### src/rtl/imm_gen_pipe.sv
// imm_gen_pipe: registered immediate/target decoder with valid/ready skid buffering and flush.
module imm_gen_pipe #(
  parameter int XLEN = 32,
  parameter bit SKID = 1'b1
) (
  input  logic            clk,
  input  logic            rst,
  input  logic            flush,
  input  logic            in_valid,
  output logic            in_ready,
  input  logic [31:0]     in_inst,
  input  logic [XLEN-1:0] in_pc,
  output logic            out_valid,
  input  logic            out_ready,
  output logic [31:0]     out_inst,
  output logic [XLEN-1:0] out_pc,
  output logic [XLEN-1:0] out_imm,
  output logic [2:0]      out_fmt,
  output logic            out_illegal,
  output logic [XLEN-1:0] out_target
);
  localparam bit WIDE = (XLEN == 64);
  typedef struct packed {
    logic [31:0]     inst;
    logic [XLEN-1:0] pc;
    logic [XLEN-1:0] imm;
    logic [2:0]      fmt;
    logic            illegal;
    logic [XLEN-1:0] target;
  } beat_t;
  beat_t dec, out_r, rst_beat;
  logic out_v, accept, free;
  logic [6:0] op;
  logic [2:0] fmt;
  logic [XLEN-1:0] imm, imm_i, imm_s, imm_b, imm_u, imm_j, imm_z;
  assign op    = in_inst[6:0];
  assign imm_i = XLEN'($signed(in_inst[31:20]));
  assign imm_s = XLEN'($signed({in_inst[31:25], in_inst[11:7]}));
  assign imm_b = XLEN'($signed({in_inst[31], in_inst[7], in_inst[30:25], in_inst[11:8], 1'b0}));
  assign imm_u = XLEN'($signed({in_inst[31:12], 12'b0}));
  assign imm_j = XLEN'($signed({in_inst[31], in_inst[19:12], in_inst[20], in_inst[30:21], 1'b0}));
  assign imm_z = XLEN'(in_inst[19:15]);
  // Every listed opcode ends in 2'b11, so compressed encodings fall to the illegal default.
  always_comb begin
    fmt = 3'd7;
    imm = '0;
    case (op)
      7'b0110011: fmt = 3'd0;
      7'b0111011: fmt = WIDE ? 3'd0 : 3'd7;
      7'b0010011, 7'b0000011, 7'b1100111, 7'b0001111: begin
        fmt = 3'd1;
        imm = imm_i;
      end
      7'b0011011: begin
        fmt = WIDE ? 3'd1 : 3'd7;
        imm = WIDE ? imm_i : '0;
      end
      7'b1110011: begin
        fmt = in_inst[14] ? 3'd6 : 3'd1;
        imm = in_inst[14] ? imm_z : imm_i;
      end
      7'b0100011: begin
        fmt = 3'd2;
        imm = imm_s;
      end
      7'b1100011: begin
        fmt = 3'd3;
        imm = imm_b;
      end
      7'b0110111, 7'b0010111: begin
        fmt = 3'd4;
        imm = imm_u;
      end
      7'b1101111: begin
        fmt = 3'd5;
        imm = imm_j;
      end
      default: ;
    endcase
  end
  assign dec      = {in_inst, in_pc, imm, fmt, fmt == 3'd7, in_pc + imm};
  assign rst_beat = {{(32 + 2 * XLEN){1'b0}}, 3'd7, 1'b0, {XLEN{1'b0}}};
  assign accept   = in_valid && in_ready;
  assign free     = !out_v || out_ready;
  generate
    if (SKID) begin : g_skid
      beat_t skid_r;
      logic  skid_v;
      // Skid is drained into the output ahead of any new beat; in_ready is low while it is full.
      always_ff @(posedge clk) begin
        if (rst) begin
          out_v  <= 1'b0;
          skid_v <= 1'b0;
          out_r  <= rst_beat;
          skid_r <= rst_beat;
        end else if (flush) begin
          out_v  <= 1'b0;
          skid_v <= 1'b0;
        end else if (free) begin
          out_v  <= skid_v || accept;
          skid_v <= 1'b0;
          if (skid_v) out_r <= skid_r;
          else if (accept) out_r <= dec;
        end else if (accept) begin
          skid_v <= 1'b1;
          skid_r <= dec;
        end
      end
      assign in_ready = !skid_v;
    end else begin : g_reg
      always_ff @(posedge clk) begin
        if (rst) begin
          out_v <= 1'b0;
          out_r <= rst_beat;
        end else if (flush) begin
          out_v <= 1'b0;
        end else if (free) begin
          out_v <= accept;
          if (accept) out_r <= dec;
        end
      end
      assign in_ready = free;
    end
  endgenerate
  assign out_valid = out_v;
  assign {out_inst, out_pc, out_imm, out_fmt, out_illegal, out_target} = out_r;
endmodule

### config.mk
export PLATFORM = sky130hd
export DESIGN_NAME = imm_gen_pipe
export DESIGN_NICKNAME = d
export VERILOG_FILES = /design/src/rtl/imm_gen_pipe.sv
export SDC_FILE = /design/constraint.sdc
export NUM_CORES = 1
export LEC_CHECK = 0
export ABC_AREA = 0
export CAP_MARGIN = 20
export CORE_MARGIN = 2
export CORE_UTILIZATION = 58
export CTS_CLUSTER_SIZE = 10
export DETAILED_ROUTE_END_ITERATION = 10
export PLACE_DENSITY = 0.85
export SLEW_MARGIN = 20
export SYNTH_ARGS = -nofsm -noshare
export SYNTH_HDL_FRONTEND = slang
export SYNTH_SLANG_ARGS = --single-unit
### constraint.sdc
create_clock -name clk -period 7 [get_ports clk]
set_input_delay 2.1 -clock clk [delete_from_list [all_inputs] [get_ports clk]]
set_output_delay 2.1 -clock clk [all_outputs]
set_load 0.01 [all_outputs]
==> results of run 1 <==
-- registers in the layout, summed over array words and instances, names as in the netlist, 3 cells and up --
| signal | cells |
|---|---|
| out_fmt | 3 |
| out_target | 32 |
| g_skid.skid_r | 132 |
| out_pc | 32 |
| out_inst | 32 |
| out_imm | 32 |
-- power groups by stage --
stage          Sequential, mW  Clock [mW]  Combinational, mW
2_1_floorplan            1.64           0              0.222
3_3_place_gp             1.63           0              0.434
3_5_place_dp             1.63           0              0.438
4_1_cts                  1.60        1.37              0.443
5_1_grt                  1.60        1.43              0.480
6_report                 1.60        1.35              0.445
-- through the flow --
stage	util	instance area (sq um)
after floorplan	-	12770
after global placement	0.6802	14750
after detailed placement	0.6802	14750
after CTS	0.7170	15550
after global routing	0.7170	15550
final	0.7170	15550
-- critical path: cells and delay by family --
kind / cells / cell delay (ps)
compound gates: 8 / 1930
simple gates: 5 / 1290
buf+inv: 2 / 740
fa+ha+maj: 1 / 330
xor+xnor: 1 / 90
-- worst paths after layout --
path / slack, ps / endpoint / start / depth (start not counted)
worst max-delay path: 950 / out_target[31] / in_inst[0] / 17
worst min-delay path: 450 / g_skid.skid_r[58] / g_skid.skid_r[58] / 2
worst max register to register: 4550 / out_imm[8] / g_skid.skid_v / 5
worst min register to register: 450 / g_skid.skid_r[58] / g_skid.skid_r[58] / 2
-- kinds of logic after synthesis --
family | synth area share
AND/OR/NAND/NOR | 0.1826
buffers and inverters | 0.05045
XOR/XNOR | 0.02057
flip-flops | 0.4169
adder cells (fa/ha/maj) | 0.03194
AO/OA/AOI/OAI | 0.2395
multiplexers | 0.05799
-- cells in the mapped netlist, drive strengths merged, types with 3 or more instances --
library cell / count
nand2: 299
dfxtp: 266
a21oi: 183
nor2: 154
clkbuf: 108
a211oi: 93
mux2i: 74
o21ai: 56
ha: 31
a21o: 30
o211ai: 27
nor3: 24
inv: 20
nand3: 20
xnor2: 19
buf: 18
nand2b: 18
a311oi: 11
xor2: 11
nor2b: 10
a31oi: 9
and2: 9
o21a: 6
or3: 6
a22o: 5
and3: 5
nand4: 5
nor4: 5
o31ai: 5
o2111ai: 4
o211a: 4
a211o: 3
a221oi: 3
o311ai: 3
o41ai: 3
-- metal layers --
layer  part of all wire  up-vias  GRT usage
met5                  0        -          0
met1               0.43     5619     0.4162
met2               0.47      463     0.5187
met3              0.076       65    0.04892
met4              0.024        0    0.07566
li1                   -     5762          -
-- area by class of cell --
type | count | share of cell area
Timing Repair Buffer | 218 | 0.1394
Sequential cell | 266 | 0.3427
Tap cell | 280 | 0.02253
Inverter | 21 | 0.005069
Clock buffer | 33 | 0.05029
Multi-Input combinational cell | 1159 | 0.4390
Clock inverter | 1 | 0.001046
==> out/summary.log, run 1 <==
INFO  detailed_routing detail-route-antenna-nets=0
INFO  placed_design  routabilityCongestion=0.9520
INFO  sta            rsz0062_at_grt=no
INFO  power          power.share.combinational=0.131
INFO  power          static-leakage-power=5.685nW
INFO  finish         layout.cells.most_common=sky130_fd_sc_hd__nand2_1
INFO  power          power-per-cell-area=218.3nW/um^2
INFO  power          net-switching-power=0.8591mW
INFO  critical_path  max_stage_delay=540ps
INFO  logic_synthesis synth_warnings=0
INFO  sta            fin_worst_hold_slack=448.0ps
INFO  clock_network  cts.path.max_buffers=3
INFO  logic_synthesis synth.distinct_cells=80
INFO  critical_path  critical_path.cell_chain=clkdlybuf4s50_1 -> and2_0 -> nand2_1 -> nor3_2 -> a21oi_1 -> nor2b_1 -> buf_4 -> a21o_1 -> ha_1 -> a21o_1 -> a21o_1 -> a2111oi_0 -> o31ai_1 -> nand3_1 -> o221a_2 -> xnor2_1 -> o41ai_1
INFO  die            rows=54
INFO  sta            fin_crit_sh=0.8645
INFO  sta            timing.max_slew.rel_slack=0.2981
INFO  sta            final_period_minus_worst_setup_slack=6052ps
INFO  power          share_clk_of_total_power=0.399
INFO  logic_synthesis synth-seq-area-share=0.4169
INFO  clock_network  hold_buffers=0
INFO  logic_synthesis synth_seq_cells=266
INFO  detailed_routing drt_iter0_markers=889
INFO  global_route   grt_pass1_vias=11.04k
INFO  logic_synthesis postSynth.topFlopCell=sky130_fd_sc_hd__dfxtp_1
INFO  clock_network  htree_num_levels=1
INFO  finish         area_used_by_sequential_logic_in_the_layout=5329squm
INFO  sta            final_hold_violation_count=0
INFO  logic_synthesis post_synth_instance_area=12,770squm
INFO  logic_synthesis synth_net_count=1,675
INFO  sta            fmax=0.1652GHz
INFO  critical_path  critical-path-slowest-cell=sky130_fd_sc_hd__clkdlybuf4s50_1
INFO  global_route   globalRouteTotalUtil=0.3079
INFO  sta            worst_clock_skew=13.12ps
INFO  power          share_seq_of_total_power=0.470
INFO  detailed_routing vias_per_cell=6.021
INFO  placed_design  port-buffer-count=202
INFO  critical_path  worstSetupPathType=input pin to flop
INFO  critical_path  crit_path_frequent_cell=sky130_fd_sc_hd__a21o_1
INFO  die            die_w=152.4um
INFO  clock_network  cts.sink_count=266
INFO  critical_path  timing.critical_path.fanout_max=11
INFO  placed_design  place_worst_setup_slack=451.1ps
INFO  sta            setup_viol=0
INFO  logic_synthesis netlist_top_cells_area=sky130_fd_sc_hd__dfxtp_1 (42%), sky130_fd_sc_hd__nand2_1 (8.8%), sky130_fd_sc_hd__a21oi_1 (7.1%)
INFO  die            initial_utilization=0.5889
INFO  clock_network  buffers_inserted_during_post_cts_setup_optimization=0
INFO  logic_synthesis async_flop_share=0
INFO  logic_synthesis syn_inst=1,574
INFO  sta            tns=0ps
INFO  global_route   grt_max_degree=132
INFO  power          p_sw_frac=0.2530
INFO  finish         antenna-diode-count=0
INFO  critical_path  critPathLaunchType=input pin
INFO  die            core_region_area=21,690squm
INFO  critical_path  setup.worst_path.end_class=flop
INFO  logic_synthesis yosys.area.top_type_share=0.4169
INFO  logic_synthesis synth_enable_flop_cells=0
INFO  die            die-height=152.4um
INFO  sta            worst_slack=948.2ps
INFO  global_route   antenna_found_initial=0
INFO  placed_design  dpl.hpwl=25.01mm
INFO  critical_path  worstPathRequired=7440ps
INFO  clock_network  clk_pin_slew_worst_paths=60ps
INFO  die            fp.dieArea=23,220squm
INFO  finish         final_nets=1,797
INFO  global_route   grt_remaining_overflow=0
INFO  power          ir_worst_vdd=0.0001783V
INFO  finish         most-common-layout-cells=sky130_fd_sc_hd__nand2_1 (299), sky130_fd_sc_hd__dfxtp_1 (265), sky130_fd_sc_hd__clkdlybuf4s50_1 (201)
INFO  finish         finalNonFillerCells=1,978
INFO  outcome        outcome=completed
INFO  finish         fillerInstances=1,681
INFO  die            io_pins=203
INFO  detailed_routing via_count=11.91k
INFO  power          design_power_total=3.395mW
INFO  power          cell_internal_power=2.536mW
INFO  clock_network  tritoncts=built
INFO  clock_network  clk-insertion-delay-late=550ps
INFO  clock_network  cts.root.buffer_cell=sky130_fd_sc_hd__clkbuf_16
INFO  clock_network  cts_inserted_buffers=30
INFO  critical_path  critPathArrivalTime=6500ps
INFO  finish         post_route_cells_drive_above_1_share=0.04829
INFO  finish         multi_input_comb_area=6827squm
INFO  detailed_routing detail_route.drc_violations=0
INFO  flow_run       timing.max_cap.violations=0
INFO  worst_hold_path hold_crit_class=flop to flop
INFO  logic_synthesis synthesis.area_per_instance=8.115squm
INFO  clock_network  cts_resized=0
INFO  detailed_routing routed_wire_length_per_instance=18.75um
INFO  logic_synthesis netlist.top_cell.by_area=sky130_fd_sc_hd__dfxtp_1
INFO  detailed_routing drt-total-wl=37.09mm
INFO  global_route   first_pass_grt_wire_length=59.33mm
INFO  detailed_routing drtPass1Iterations=9
INFO  sta            drv_slew=0
INFO  finish         area.growth.synth_to_final=21.76%
INFO  placed_design  place.detailed.instances=1,944
INFO  sta            worst_margin_slew=1053ps
No activity file was read; power rests on OpenSTA's default activity.
==> inputs of run 2 (changes only) <==
--- a/config.mk
+++ b/config.mk
@@ -7,7 +7,7 @@
 export LEC_CHECK = 0
 export ABC_AREA = 0
 export CAP_MARGIN = 20
-export CORE_MARGIN = 2
+export CORE_MARGIN = 4
 export CORE_UTILIZATION = 58
 export CTS_CLUSTER_SIZE = 10
 export DETAILED_ROUTE_END_ITERATION = 10
==> out/summary.log, run 2 (synthesis results as in run 1) <==
INFO  sta            drv_slew=0 [unchanged]
INFO  critical_path  crit_path_frequent_cell=sky130_fd_sc_hd__a21o_1
INFO  sta            setup_viol=0 [unchanged]
INFO  finish         most-common-layout-cells=sky130_fd_sc_hd__nand2_1 (299), sky130_fd_sc_hd__dfxtp_1 (265), sky130_fd_sc_hd__clkdlybuf4s50_1 (201)
INFO  finish         antenna-diode-count=0 [unchanged]
INFO  detailed_routing drt-total-wl=38.51mm [+3.8%]
INFO  sta            fmax=0.1662GHz [+0.56%]
INFO  sta            fin_crit_sh=0.8597 [-0.004833]
INFO  die            core_region_area=21,760squm [+0.31%]
INFO  clock_network  cts.path.max_buffers=3 [unchanged]
INFO  clock_network  cts_inserted_buffers=30 [unchanged]
INFO  global_route   grt_remaining_overflow=0 [unchanged]
INFO  detailed_routing drtPass1Iterations=5 [-4]
INFO  die            fp.dieArea=24,460squm [+5.3%]
INFO  finish         post_route_cells_drive_above_1_share=0.04997 [+0.001678]
INFO  finish         final_nets=1,800 [+0.17%]
INFO  clock_network  cts_resized=0 [unchanged]
INFO  clock_network  hold_buffers=0 [unchanged]
INFO  die            die_w=156.4um [+2.6%]
INFO  critical_path  setup.worst_path.end_class=flop
INFO  finish         finalNonFillerCells=1,981 [+0.15%]
INFO  global_route   grt_max_degree=105 [-20%]
INFO  placed_design  routabilityCongestion=0.9481 [-0.41%]
INFO  clock_network  clk_pin_slew_worst_paths=50ps [about the same]
INFO  sta            final_period_minus_worst_setup_slack=6018ps [-33.83 ps]
INFO  critical_path  timing.critical_path.fanout_max=9 [-2]
INFO  critical_path  critical_path.cell_chain=clkdlybuf4s50_1 -> and2_0 -> nand2_1 -> nor3_2 -> a21oi_1 -> nor2b_1 -> buf_4 -> a21o_1 -> ha_1 -> a21o_1 -> a21o_1 -> a2111oi_0 -> o31ai_1 -> a31oi_1 -> xnor2_1 -> mux2i_1 -> a21oi_1
INFO  finish         fillerInstances=1,696 [+0.89%]
INFO  flow_run       timing.max_cap.violations=0 [unchanged]
INFO  critical_path  worstSetupPathType=input pin to flop
INFO  sta            worst_clock_skew=13.81ps [+0.6871 ps]
INFO  finish         largest_reg_flops=132 [unchanged]
INFO  critical_path  critPathArrivalTime=6500ps [about the same]
INFO  critical_path  max_stage_delay=520ps [-20 ps]
INFO  global_route   grt_pass1_vias=11.18k [+1.3%]
INFO  power          ir_worst_vdd=0.0001570V [-12%]
INFO  finish         layout.cells.most_common=sky130_fd_sc_hd__nand2_1
INFO  critical_path  worstPathRequired=7480ps [+40 ps]
INFO  power          static-leakage-power=5.702nW [+0.29%]
INFO  clock_network  htree_num_levels=1 [unchanged]
INFO  sta            final_hold_violation_count=0 [unchanged]
INFO  sta            timing.max_slew.rel_slack=0.3195 [+0.02138]
INFO  detailed_routing met2_wirelength=17.67mm [+1.2%]
INFO  sta            fin_worst_hold_slack=447.2ps [-0.8210 ps]
INFO  detailed_routing detail_route.drc_violations=0 [unchanged]
INFO  placed_design  dpl.hpwl=26.67mm [+6.7%]
INFO  global_route   globalRouteTotalUtil=0.3029 [-0.004987]
INFO  finish         largest_register=g_skid.skid_r
INFO  sta            worst_margin_slew=1010ps [-42.74 ps]
INFO  critical_path  cp_top_family=compound AO/OA/AOI/OAI gates
INFO  detailed_routing top_layer_used=met4
INFO  detailed_routing drt_iter0_markers=955 [+7.4%]
INFO  clock_network  buffers_inserted_during_post_cts_setup_optimization=0 [unchanged]
INFO  sta            rsz0062_at_grt=no
INFO  critical_path  regToRegSetupSlack=4180ps [-370 ps]
INFO  critical_path  buf_inv_on_cp=2 [unchanged]
INFO  clock_network  tritoncts=built
INFO  detailed_routing via_count=11.91k [+0.042%]
INFO  worst_hold_path hold_crit_class=flop to flop
INFO  die            initial_utilization=0.5871 [-0.001829]
INFO  detailed_routing detail_route.wirelength.met1=16.13mm [+1.3%]
INFO  placed_design  place.detailed.instances=1,947 [+0.15%]
INFO  detailed_routing detail-route-antenna-nets=0 [unchanged]
INFO  sta            tns=0ps [unchanged]
INFO  clock_network  clk-insertion-delay-late=550ps [about the same]
INFO  finish         fin_area=15,580squm [+0.18%]
INFO  global_route   first_pass_grt_wire_length=60.47mm [+1.9%]
INFO  placed_design  port-buffer-count=202 [unchanged]
INFO  power          power-per-cell-area=218.1nW/um^2 [-0.10%]
INFO  detailed_routing wl_met3=3.462mm [+23%]
INFO  critical_path  critPathLaunchType=input pin
INFO  die            rows=54 [unchanged]
INFO  finish         area.growth.synth_to_final=21.98%
INFO  global_route   antenna_found_initial=0 [unchanged]
INFO  detailed_routing vias_per_cell=6.014 [-0.11%]
INFO  die            io_pins=203 [unchanged]
INFO  clock_network  cts.sink_count=266 [unchanged]
INFO  outcome        outcome=completed
INFO  clock_network  cts.root.buffer_cell=sky130_fd_sc_hd__clkbuf_16
INFO  critical_path  critical-path-slowest-cell=sky130_fd_sc_hd__clkdlybuf4s50_1
INFO  placed_design  detailed_place.area=14,780squm [+0.15%]
INFO  die            die-height=156.4um [+2.6%]
INFO  detailed_routing routed_wire_length_per_instance=19.44um [+3.7%]
[run 2: stage by stage]
| stage | utilization | power [mW] | worst slack, ps |
|---|---|---|---|
| 6_report | 0.7161 | 3.398 | 982.1 |
| 4_1_cts | 0.7158 | 3.408 | 1046 |
| 5_1_grt | 0.7161 | 3.524 | 602.7 |
| 3_5_place_dp | 0.6791 | 2.073 | 491.9 |
| 2_1_floorplan | - | 1.863 | 1573 |
| 3_3_place_gp | 0.6791 | 2.069 | 619.3 |
[run 2: layout make-up]
| type | count | area [sq um] | share of cell area |
|---|---|---|---|
| clock buffers | 33 | 782.0 | 0.05019 |
| clock inverters | 1 | 16.27 | 0.001044 |
| inverters | 21 | 78.83 | 0.005059 |
| multi-input cells | 1159 | 6833 | 0.4386 |
| flip-flops and latches | 266 | 5329 | 0.3420 |
| well taps | 280 | 350.3 | 0.02249 |
| repair buffers | 221 | 2191 | 0.1406 |
[run 2: worst paths after layout]
| check | from | to | cells after the start |
|---|---|---|---|
| worst max-delay path | in_inst[1] | out_target[27] | 17 |
| worst min-delay path | out_imm[28] | out_imm[28] | 2 |
| worst max register to register | g_skid.skid_v | out_target[21] | 5 |
| worst min register to register | out_imm[28] | out_imm[28] | 2 |
[run 2: tightest hold or removal path: stages (launching register included)]
cell                      delay [ps]
sky130_fd_sc_hd__dfxtp_1         300
sky130_fd_sc_hd__nand2_1          50
sky130_fd_sc_hd__a21oi_1          50
[run 2: power by group]
part	total [mW]	internal, mW	switching [mW]
registers	1.59	1.57	0.0290
clock network	1.35	0.773	0.577
logic	0.454	0.198	0.255
total	3.40	2.54	0.861
[run 2: layer usage]
metal	vias up	track usage
met5	-	0
met4	0	0.09876
met3	92	0.07854
met2	478	0.4865
met1	5572	0.4003
li1	5772	-
==> inputs of run 3 (changes only) <==
--- a/config.mk
+++ b/config.mk
@@ -11,6 +11,7 @@
 export CORE_UTILIZATION = 58
 export CTS_CLUSTER_SIZE = 10
 export DETAILED_ROUTE_END_ITERATION = 10
+export GPL_TIMING_DRIVEN = 0
 export PLACE_DENSITY = 0.85
 export SLEW_MARGIN = 20
 export SYNTH_ARGS = -nofsm -noshare
==> out/summary.log, run 3 (synthesis results as in run 1) <==
INFO  outcome        outcome=completed
INFO  critical_path  worstSetupPathType=input pin to flop
INFO  die            die_w=156.4um [unchanged]
INFO  worst_hold_path hold_crit_class=flop to flop
INFO  sta            worst_margin_slew=1149ps [+139.2 ps]
INFO  sta            final_period_minus_worst_setup_slack=6587ps [+568.6 ps]
INFO  power          power-per-cell-area=217.2nW/um^2 [-0.41%]
INFO  die            die-height=156.4um [unchanged]
INFO  sta            worst_slack=413.4ps [-568.6 ps]
INFO  power          ir_worst_vdd=0.0002034V [+30%]
INFO  clock_network  tritoncts=built
INFO  sta            timing.max_slew.rel_slack=0.2257 [-0.09376]
INFO  detailed_routing detail_route.drc_violations=0 [unchanged]
INFO  finish         most-common-layout-cells=sky130_fd_sc_hd__nand2_1 (299), sky130_fd_sc_hd__dfxtp_1 (266), sky130_fd_sc_hd__clkdlybuf4s50_1 (199)
INFO  die            io_pins=203 [unchanged]
INFO  clock_network  cts_resized=0 [unchanged]
INFO  detailed_routing drtPass1Iterations=8 [+3]
INFO  sta            drv_slew=0 [unchanged]
INFO  die            initial_utilization=0.5871 [unchanged]
INFO  finish         area.growth.synth_to_final=24.58%
INFO  detailed_routing drt-total-wl=45.47mm [+18%]
INFO  placed_design  routabilityCongestion=0.9939 [+4.8%]
INFO  critical_path  critPathLaunchType=input pin
INFO  sta            tns=0ps [unchanged]
INFO  clock_network  cts.sink_count=266 [unchanged]
INFO  sta            setup_viol=0 [unchanged]
INFO  critical_path  setup.worst_path.end_class=flop
INFO  clock_network  cts.path.max_buffers=3 [unchanged]
INFO  finish         post_route_cells_drive_above_1_share=0.04040 [-0.009572]
INFO  global_route   grt_remaining_overflow=0 [unchanged]
INFO  sta            rsz0062_at_grt=no
INFO  detailed_routing via_count=13.10k [+10%]
INFO  die            fp.dieArea=24,460squm [unchanged]
INFO  clock_network  cts_inserted_buffers=30 [unchanged]
INFO  finish         layout.cells.most_common=sky130_fd_sc_hd__nand2_1
INFO  die            core_region_area=21,760squm [unchanged]
INFO  placed_design  place_worst_setup_slack=-17.21ps [-509.1 ps]
INFO  finish         final_nets=1,906 [+5.9%]
INFO  sta            fin_crit_sh=0.9409 [+0.08123]
INFO  finish         largest_reg_flops=132 [unchanged]
INFO  global_route   grt_pass1_vias=12.65k [+13%]
INFO  clock_network  cts.root.buffer_cell=sky130_fd_sc_hd__clkbuf_16
INFO  power          static-leakage-power=5.801nW [+1.7%]
INFO  detailed_routing vias_per_cell=6.279 [+4.4%]
INFO  finish         antenna-diode-count=0 [unchanged]
INFO  sta            worst_clock_skew=10.21ps [-3.598 ps]
INFO  detailed_routing routed_wire_length_per_instance=21.79um [+12%]
INFO  critical_path  worstPathRequired=7460ps [-20 ps]
INFO  clock_network  clk-insertion-delay-late=550ps [about the same]
INFO  global_route   antenna_found_initial=0 [unchanged]
INFO  placed_design  dpl.hpwl=33.30mm [+25%]
INFO  clock_network  htree_num_levels=1 [unchanged]
INFO  finish         fin_area=15,910squm [+2.1%]
INFO  detailed_routing drt_iter0_markers=1,412 [+48%]
INFO  placed_design  detailed_place.area=15,110squm [+2.3%]
INFO  finish         finish.utilization=0.7314 [+0.01524]
INFO  global_route   globalRouteTotalUtil=0.3615 [+0.05851]
INFO  critical_path  timing.critical_path.fanout_max=8 [-1]
INFO  sta            fmax=0.1518GHz [-8.6%]
INFO  critical_path  critPathArrivalTime=7050ps [+550 ps]
INFO  finish         finalNonFillerCells=2,087 [+5.4%]
INFO  global_route   first_pass_grt_wire_length=69.88mm [+16%]
INFO  clock_network  clk_pin_slew_worst_paths=60ps [about the same]
INFO  global_route   grt_max_degree=15 [-86%]
INFO  clock_network  hold_buffers=0 [unchanged]
INFO  clock_network  buffers_inserted_during_post_cts_setup_optimization=0 [unchanged]
INFO  placed_design  port-buffer-count=199 [-1.5%]
INFO  die            rows=54 [unchanged]
INFO  placed_design  place.detailed.instances=2,053 [+5.4%]
INFO  detailed_routing detail-route-antenna-nets=0 [unchanged]
INFO  finish         largest_register=g_skid.skid_r
INFO  sta            final_hold_violation_count=0 [unchanged]
INFO  flow_run       timing.max_cap.violations=0 [unchanged]
## run 3: cell types whose count changed in the layout (fill, tap and decap cells not counted), sizes merged
cell	before	now
buf	20	18
clkbuf	33	142
clkdlybuf4s50	201	200
clkinv	2	1
dlygate4sd1	0	1
## run 3: metal layers
metal  track usage  part of all wire  routed length (um)  vias to the layer above
met5             0                 0                   0                        -
li1              -                 -                   -                     5986
met1        0.4753              0.38               17500                     6086
met4        0.1880             0.061                2789                        0
met3       0.07992              0.12                5417                      183
met2        0.5587              0.43               19770                      849
## run 3: layout make-up
class / count / area (sq um)
Tap cell: 280 / 350.3
Timing Repair Buffer: 199 / 1992
Buffer: 128 / 565.5
Clock buffer: 34 / 797.0
Inverter: 21 / 78.83
Multi-Input combinational cell: 1159 / 6803
Sequential cell: 266 / 5325
Fill cell: 1681 / 5844
## run 3: path summary, 6_finish.rpt
check	from	to	slack (ps)	cells past startpoint
max	in_inst[0]	out_target[28]	410	18
min	out_imm[0]	out_imm[0]	450	2
max reg2reg	g_skid.skid_v	out_inst[22]	4100	5
min reg2reg	out_imm[0]	out_imm[0]	450	2
## run 3: through the flow
step	hold WS, ps	power, mW
after floorplan	426.6	1.863
after global placement	435.0	2.085
after detailed placement	442.5	2.094
after CTS	450.0	3.440
after global routing	462.1	3.551
final	448.6	3.456
## run 3: report_power, final
part | switching (mW) | internal [mW] | total (mW)
clock | 0.595 | 0.784 | 1.38
combinational | 0.274 | 0.205 | 0.479
sequential | 0.0330 | 1.57 | 1.60
## run 3: critical path, cell delays in order
cell,delay (ps)
sky130_fd_sc_hd__clkdlybuf4s50_1,570
sky130_fd_sc_hd__and2_0,150
sky130_fd_sc_hd__clkbuf_1,250
sky130_fd_sc_hd__nand2_1,150
sky130_fd_sc_hd__nor3_1,730
sky130_fd_sc_hd__a22oi_1,160
sky130_fd_sc_hd__nand2_1,270
sky130_fd_sc_hd__ha_1,260
sky130_fd_sc_hd__inv_1,70
sky130_fd_sc_hd__fa_1,390
sky130_fd_sc_hd__nand2b_1,190
sky130_fd_sc_hd__a21oi_2,300
sky130_fd_sc_hd__o41ai_2,150
sky130_fd_sc_hd__a31oi_2,320
sky130_fd_sc_hd__a31oi_2,230
sky130_fd_sc_hd__o41ai_2,400
sky130_fd_sc_hd__xnor2_1,120
sky130_fd_sc_hd__a211oi_1,240
